[config.mk]
export PLATFORM = sky130hd
export DESIGN_NAME = output_deskewer
export DESIGN_NICKNAME = d
export VERILOG_FILES = /design/src/rtl/output_deskewer.sv
export SDC_FILE = /design/constraint.sdc
export NUM_CORES = 1
export LEC_CHECK = 0
export ABC_CLOCK_PERIOD_IN_PS = 1900
export CORE_MARGIN = 2
export CORE_UTILIZATION = 50
export CTS_CLUSTER_SIZE = 16
export DETAILED_ROUTE_END_ITERATION = 10
export DONT_BUFFER_PORTS = 1
export GPL_ROUTABILITY_DRIVEN = 0
export MAX_ROUTING_LAYER = met4
export PLACE_DENSITY = 0.64
export SLEW_MARGIN = 0
export SYNTH_ARGS = -nofsm -noshare
export SYNTH_HDL_FRONTEND = slang
export SYNTH_SLANG_ARGS = --single-unit
[constraint.sdc]
create_clock -name clk -period 1.9 [get_ports clk]
set_clock_uncertainty 0.15 [all_clocks]
set_input_delay 0.38 -clock clk [delete_from_list [all_inputs] [get_ports clk]]
set_output_delay 0.38 -clock clk [all_outputs]
set_load 0.01 [all_outputs]
[src/rtl/output_deskewer.sv]
// Output deskewer for a systolic array.
// Lane j is delayed by MATRIX_SIZE-1-j stages so that the diagonal wavefront
// leaving the array lines up as one word per row. The block also counts rows
// per matrix, pulses done after the last row, and latches a sticky error if
// the delayed lane valids ever disagree.
module output_deskewer #(
    parameter int unsigned MATRIX_SIZE = 2,
    parameter int unsigned DATA_SIZE   = 32
) (
    input  logic                                  clk,
    input  logic                                  reset,
    input  logic                                  enable_in,
    input  logic [MATRIX_SIZE-1:0][DATA_SIZE-1:0] data_in,
    input  logic [MATRIX_SIZE-1:0]                valid_in,
    output logic [MATRIX_SIZE-1:0][DATA_SIZE-1:0] data_out,
    output logic                                  valid_out,
    output logic [((MATRIX_SIZE > 1) ? $clog2(MATRIX_SIZE) : 1)-1:0] row_idx,
    output logic                                  last_row,
    output logic                                  done,
    output logic                                  misalign_err
);

    localparam int unsigned RowW = (MATRIX_SIZE > 1) ? $clog2(MATRIX_SIZE) : 1;
    localparam logic [RowW-1:0] LastRow = RowW'(MATRIX_SIZE - 1);

    typedef enum logic [1:0] {
        StIdle,
        StCollect,
        StDone
    } state_e;

    // Lane values presented to the output register (after their delay lines).
    logic [MATRIX_SIZE-1:0][DATA_SIZE-1:0] w_lane_data;
    logic [MATRIX_SIZE-1:0]                w_lane_valid;
    logic                                  w_av;
    logic                                  w_any;
    logic                                  w_emit;
    logic                                  w_last;
    state_e                                w_state_d;
    logic [RowW-1:0]                       w_cnt_d;

    state_e                                r_state;
    logic [RowW-1:0]                       r_cnt;
    logic [MATRIX_SIZE-1:0][DATA_SIZE-1:0] r_data_out;
    logic                                  r_valid_out;
    logic [RowW-1:0]                       r_row_idx;
    logic                                  r_last_row;
    logic                                  r_done;
    logic                                  r_err;

    for (genvar j = 0; j < MATRIX_SIZE; j++) begin : g_lane
        localparam int Depth = int'(MATRIX_SIZE) - 1 - j;
        if (Depth == 0) begin : g_direct
            assign w_lane_data[j]  = data_in[j];
            assign w_lane_valid[j] = valid_in[j];
        end else begin : g_delay
            logic [Depth-1:0][DATA_SIZE-1:0] r_sdata;
            logic [Depth-1:0]                r_svalid;

            // Delay line for this lane; frozen while the array is stalled.
            always_ff @(posedge clk) begin
                if (!reset) begin
                    r_sdata  <= '0;
                    r_svalid <= '0;
                end else if (enable_in) begin
                    r_sdata[0]  <= data_in[j];
                    r_svalid[0] <= valid_in[j];
                    for (int k = 1; k < Depth; k++) begin
                        r_sdata[k]  <= r_sdata[k-1];
                        r_svalid[k] <= r_svalid[k-1];
                    end
                end
            end

            assign w_lane_data[j]  = r_sdata[Depth-1];
            assign w_lane_valid[j] = r_svalid[Depth-1];
        end
    end

    assign w_av  = &w_lane_valid;
    assign w_any = |w_lane_valid;

    // Next-state logic: row accepted on an aligned valid; DONE lasts one enabled cycle.
    always_comb begin
        w_state_d = r_state;
        w_cnt_d   = r_cnt;
        w_emit    = 1'b0;
        w_last    = 1'b0;
        if (enable_in) begin
            w_emit = w_av;
            unique case (r_state)
                StIdle, StCollect: begin
                    if (w_av) begin
                        w_state_d = (r_cnt == LastRow) ? StDone : StCollect;
                    end
                end
                StDone: begin
                    if (!w_av) begin
                        w_state_d = StIdle;
                    end else begin
                        w_state_d = (r_cnt == LastRow) ? StDone : StCollect;
                    end
                end
                default: w_state_d = StIdle;
            endcase
            if (w_av) begin
                if (r_cnt == LastRow) begin
                    w_last  = 1'b1;
                    w_cnt_d = '0;
                end else begin
                    w_cnt_d = r_cnt + RowW'(1);
                end
            end
        end
    end

    // FSM state and row counter.
    always_ff @(posedge clk) begin
        if (!reset) begin
            r_state <= StIdle;
            r_cnt   <= '0;
        end else begin
            r_state <= w_state_d;
            r_cnt   <= w_cnt_d;
        end
    end

    // Registered outputs; data_out and row_idx hold between emitted rows.
    always_ff @(posedge clk) begin
        if (!reset) begin
            r_data_out  <= '0;
            r_valid_out <= 1'b0;
            r_row_idx   <= '0;
            r_last_row  <= 1'b0;
            r_done      <= 1'b0;
            r_err       <= 1'b0;
        end else begin
            r_valid_out <= w_emit;
            r_last_row  <= w_last;
            r_done      <= enable_in && (r_state == StDone);
            if (w_emit) begin
                r_data_out <= w_lane_data;
                r_row_idx  <= r_cnt;
            end
            if (enable_in && w_any && !w_av) begin
                r_err <= 1'b1;
            end
        end
    end

    assign data_out     = r_data_out;
    assign valid_out    = r_valid_out;
    assign row_idx      = r_row_idx;
    assign last_row     = r_last_row;
    assign done         = r_done;
    assign misalign_err = r_err;

endmodule

### Word level (Yosys, flattened, before mapping)

Cells that the tools add are included.

| word-level totals | value |
|---|---|
| register bits after elaboration | 105 |
| logic and storage cells | 33 |

| cells by class | value |
|---|---|
| add/sub/neg operators | 1 |
| equality and inequality tests | 3 |
| mux-type cells | 7 |
| reduce and logical (&&, ||, !) cells | 11 |

Operators with widths:

| kind | number |
|---|---|
| two-way mux 2 bit | 3 |
| one-hot mux 2 bit (2 select lines) | 1 |
| AND reduction 2 bit | 2 |
| AND reduction 4 bit | 1 |
| OR reduction 2 bit | 2 |
| logical AND 1 bit | 3 |
| two-way mux 1 bit | 3 |
| AND reduction 3 bit | 1 |
| equality test 2 x 1 -> 1 bit (second input constant) | 1 |
| equality test 2 bit (second input constant) | 1 |
| logical NOT 2 bit | 1 |
| inequality test 2 bit (second input constant) | 1 |
| adder 1 bit (second input constant) | 1 |
| logical NOT 1 bit | 1 |

### Depth between registers and ports, before layout

| logic depth | value |
|---|---|
| word-level depth | 4 |
| gate-level depth with buffers | 5 |
| depth with buffers taken out | 2 |

### Worst setup path before layout

OpenSTA, ideal clock, no wires.

| path | value |
|---|---|
| path type | input to register |
| from | input port valid_in[1] |
| to | register r_valid_out (netlist: valid_out) |
| library setup time | 115 ps |
| arrival time | 1090 ps |
| data required time | 1635 ps |
| slack | 545 ps |
| stages on the path | 5 |
| cell sequence | and3_1 > buf_6 > buf_6 > buf_6 > and2_1 |

| between the ends | value |
|---|---|
| word-level cells in the longest chain between the ends | 2 |

RTL lines:

| item | line | text |
|---|---|---|
| start, declared | 14 | `input logic [MATRIX_SIZE-1:0] valid_in,` |
| AND reduction 2 bit | 80 | `assign w_av = &w_lane_valid;` |
| two-way mux 1 bit | 89 | `if (enable_in) begin` |
| end signal, assigned | 138 | `r_valid_out <= w_emit;` |
| end, declared | 45 | `logic r_valid_out;` |

Every way passes these cells.
A chain may end at the register's enable or synchronous reset.

==> metrics.log <==
[metrics] number of clock sinks seen by CTS: 105
[metrics] launch point of the worst hold path: data_in[62]
[metrics] share of layout cells above drive strength 1: under 10%
[metrics] Peak VDD IR: ~0.00052 V
[metrics] nets: 491
[metrics] count of distinct cell types in the synthesized netlist: 23
[metrics] antenna violations before repair: 0
[metrics] maximum capacitance violations: 0
[metrics] category of cells accounting for the largest share of critical-path delay: buffers and inverters
[metrics] Max-Slew Margin vs Limit: 58.7%
[metrics] synthesized netlist cell count: between 400 and 500
[metrics] crit start category: primary input
[metrics] top routing layer in use: met4
[metrics] setup repair after global routing missed its margin: false
[metrics] Worst EP required: 2050 ps
[metrics] Crit path depth: 3
[metrics] capture instance of the worst register-to-register path: data_out[59]
[metrics] cell types occupying the most area after synthesis: dfxtp_1, mux2i_1, nand2_1
[metrics] Post-Route Hold Slack: 16.3 ps
[metrics] Crit-path slowest cell: dlygate4sd3_1
[metrics] most instantiated library cell after synthesis: nand2_1
[metrics] number of resized instances in the post-cts repair step: 0
[metrics] register share of total power: 57.3%
[metrics] worst-case register-to-register setup slack: 500 ps
[metrics] Critical Path Sink: data_out[55]
[metrics] post-synth net total: between 400 and 500
[metrics] post-route ant nets: 0
[metrics] clk_lat worst skew: roughly 360 ps
[metrics] path category of the worst min-delay check: primary input to flop
[metrics] dpl hpwl: 4840 um
[metrics] area taken by multi-input logic gates: 0.00170 sq mm
[metrics] count of pins over their slew limit: 0
[metrics] total number of vias: 2675
[metrics] overall fraction of global-route tracks in use: 17.9%
[metrics] number of setup violations in the final report: 0
[metrics] most instantiated cells after synthesis: nand2_1, dfxtp_1, mux2i_1
[metrics] number of enable-type register cells in the synthesized netlist: 0
[metrics] endpoint type of the worst setup path: flop
[metrics] IO Pins: 138
[metrics] transition time at the pin with the least slew margin: 618 ps
[metrics] fraction of power spent switching nets: between 20 and 25%
[metrics] Worst Reg-to-Reg Cells: 3
[metrics] critical path peak fanout: 124
[metrics] # DRC: 0
[metrics] sequential-to-total area share from yosys stat: about 53%
[metrics] switching power total: 0.893 mW
[metrics] maximum root-to-sink buffer count: 2
[metrics] launch instance of the worst register-to-register path: g_lane[0].g_delay.r_svalid
[metrics] average wire per cell in the routed design: 14.7 um
[metrics] routed length on met2: about 3700 um
[metrics] wire length of the first global-routing pass: 12100 um
[metrics] run status: finished clean
[metrics] share of power burned in the clock network: between 30% and 40%
[metrics] final hold violation count: 0
[metrics] met3 wire len: 687 um
[metrics] routed wire length: 7770 um
[metrics] effective utilization at floorplan: approximately half
[metrics] startpoint of the worst setup timing path: reset
[metrics] power density over the cells: 907 mW/mm^2
[metrics] total iterations of the first detailed-routing run: 4
[metrics] number of warning messages in the yosys log: 0
[metrics] chip width: 93.2 um
[metrics] filler cell count in the final layout: 686
[metrics] area added between synthesis and finish: 11.8%
[metrics] cells traversed along the worst timing path: dlygate4sd3_1 > nand2_1 > mux2i_1
[metrics] number of global-route vias before repair: around 2600
[metrics] number of vias per cell: 5.06
[metrics] portion of synthesized cell area occupied by the leading cell type: between 50% and 60%
[metrics] final worst path period need: roughly 1500 ps
[metrics] data arrival time of the critical path: 1610 ps
[metrics] Finished Cell Area: 0.00444 sq mm
[metrics] Final Cycle Share: between 70 and 80%
[metrics] average cell area after synthesis: 9.60 sq um
[metrics] sum of negative setup slack: 0 ps
[metrics] Lkg Pwr: 1.67 nW
[metrics] flops & latches, synth: ~110
[metrics] number of diodes added for antenna fixing: 0
[metrics] total gr overflow: 0
[metrics] Max H-tree Level: 3
[metrics] async set-or-reset flop fraction in the synthesized netlist: 0%
[metrics] Post-DP Area: 0.00399 sq mm
[metrics] largest area contributor in the netlist: dfxtp_1
[metrics] Critical path buffers and inverters: 1
[metrics] internal power: 3.14 mW
[metrics] met1 WL: 3280 um
[metrics] TritonCTS clock tree: built
[metrics] Crit Path Class: primary input to flop
[metrics] count of buffers from port buffering: 0
[metrics] area of the mapped netlist: 0.00398 sq mm
[metrics] Detailed Route Iter0 Violations: 100
[metrics] power share of the combinational group: 5.0%
[metrics] CTS root buf: clkbuf_8
[metrics] Main synth FF type: dfxtp_1
[metrics] DIE HEIGHT: 93.2 um
[metrics] total number of placement rows: 32
[metrics] core region area: 0.00773 sq mm
[metrics] sequential cell area: around 0.0021 sq mm
[metrics] area enclosed by the die boundary: 0.00868 sq mm
[metrics] number of buffers added by the clock tree synthesis step: 9
[metrics] clock-pin transition on the worst setup and hold timing paths: 110 ps
[metrics] Max Clk Rate: 684 MHz
[metrics] slowest stage delay, CP: 940 ps
[metrics] largest net degree at the start of global routing: 125
## power by group through the flow
stage	Sequential [mW]	Clock, mW	Combinational (mW)
6_report	2.31	1.52	0.203
5_1_grt	2.32	1.66	0.228
4_1_cts	2.31	1.57	0.204
3_5_place_dp	2.36	0	0.161
3_3_place_gp	2.36	0	0.155
2_1_floorplan	2.35	0	0.197
## metrics by stage
stage          worst slack, ps  power [mW]  utilization (%)  cells
4_1_cts                    476        4.08             57.4    528
6_report                   438        4.03             57.5    529
3_3_place_gp               600        2.51             51.6    490
2_1_floorplan              545        2.54                -    414
5_1_grt                    407        4.20             57.5    529
3_5_place_dp               521        2.52             51.6    490
## registers in the layout (all words and copies together), names as in the netlist
signal / count
data_out: 64
g_lane.g_delay.r_sdata: 32
r_state: 2
done: 1
g_lane.g_delay.r_svalid: 1
last_row: 1
misalign_err: 1
r_cnt: 1
row_idx: 1
valid_out: 1
## final cells by class
cell class	count	share of cell area, %
Clock buffer	9	2.79
Clock inverter	7	2.25
Inverter	1	0.0845
Multi-Input combinational cell	278	38.3
Sequential cell	105	47.3
Tap cell	102	2.87
Timing Repair Buffer	27	6.42
## cells in the final DEF (no fill, tap or decap)
master and count:
o22ai_1 1, o31ai_1 1, and2_1 2, nor3_1 1, xnor2_1 1, mux2i_1 98, and3_4 1, nand2_1 133
clkinv_2 1, nand3_1 1, dfxtp_1 105, inv_6 3, clkinv_4 1, nand3b_1 1, nand2b_1 1, buf_4 2
o2111a_1 1, bufinv_16 2, o21ai_1 1, clkbuf_8 9, dlygate4sd3_1 23, buf_12 2, nand4_1 1, inv_2 1
nor2_1 34
## what timing repair did
item,4_1_cts,5_1_grt
setup buffers,0,0
hold endpoints to repair,26,1
hold buffers,22,1
## kinds of logic (layout without fill, tap and decap cells)
group,count (synthesis),count (layout),share of synthesized area [%]
buffers and inverters,31,44,4.47
flip-flops,105,105,52.9
XOR/XNOR,1,1,0.220
AND/OR/NAND/NOR,175,175,17.0
multiplexers,98,98,24.7
AO/OA/AOI/OAI,4,4,0.755
## layer usage
| layer | up-vias | global-route usage [%] |
|---|---|---|
| li1 | 1359 | - |
| met1 | 1213 | 20.7 |
| met2 | 96 | 29.5 |
| met3 | 7 | 4.75 |
| met4 | 0 | 7.48 |
| met5 | - | - |
## worst min-delay path by stage
stage                                          endpoint  depth (start not counted)
after detailed placement                    data_out[4]                          2
final                                      data_out[62]                          2
after global routing                       data_out[62]                          2
after floorplan                                    done                          1
after CTS                 g_lane[0].g_delay.r_sdata[25]                          2
after global placement                     data_out[28]                          2
Power figures use the tool's default switching activity.
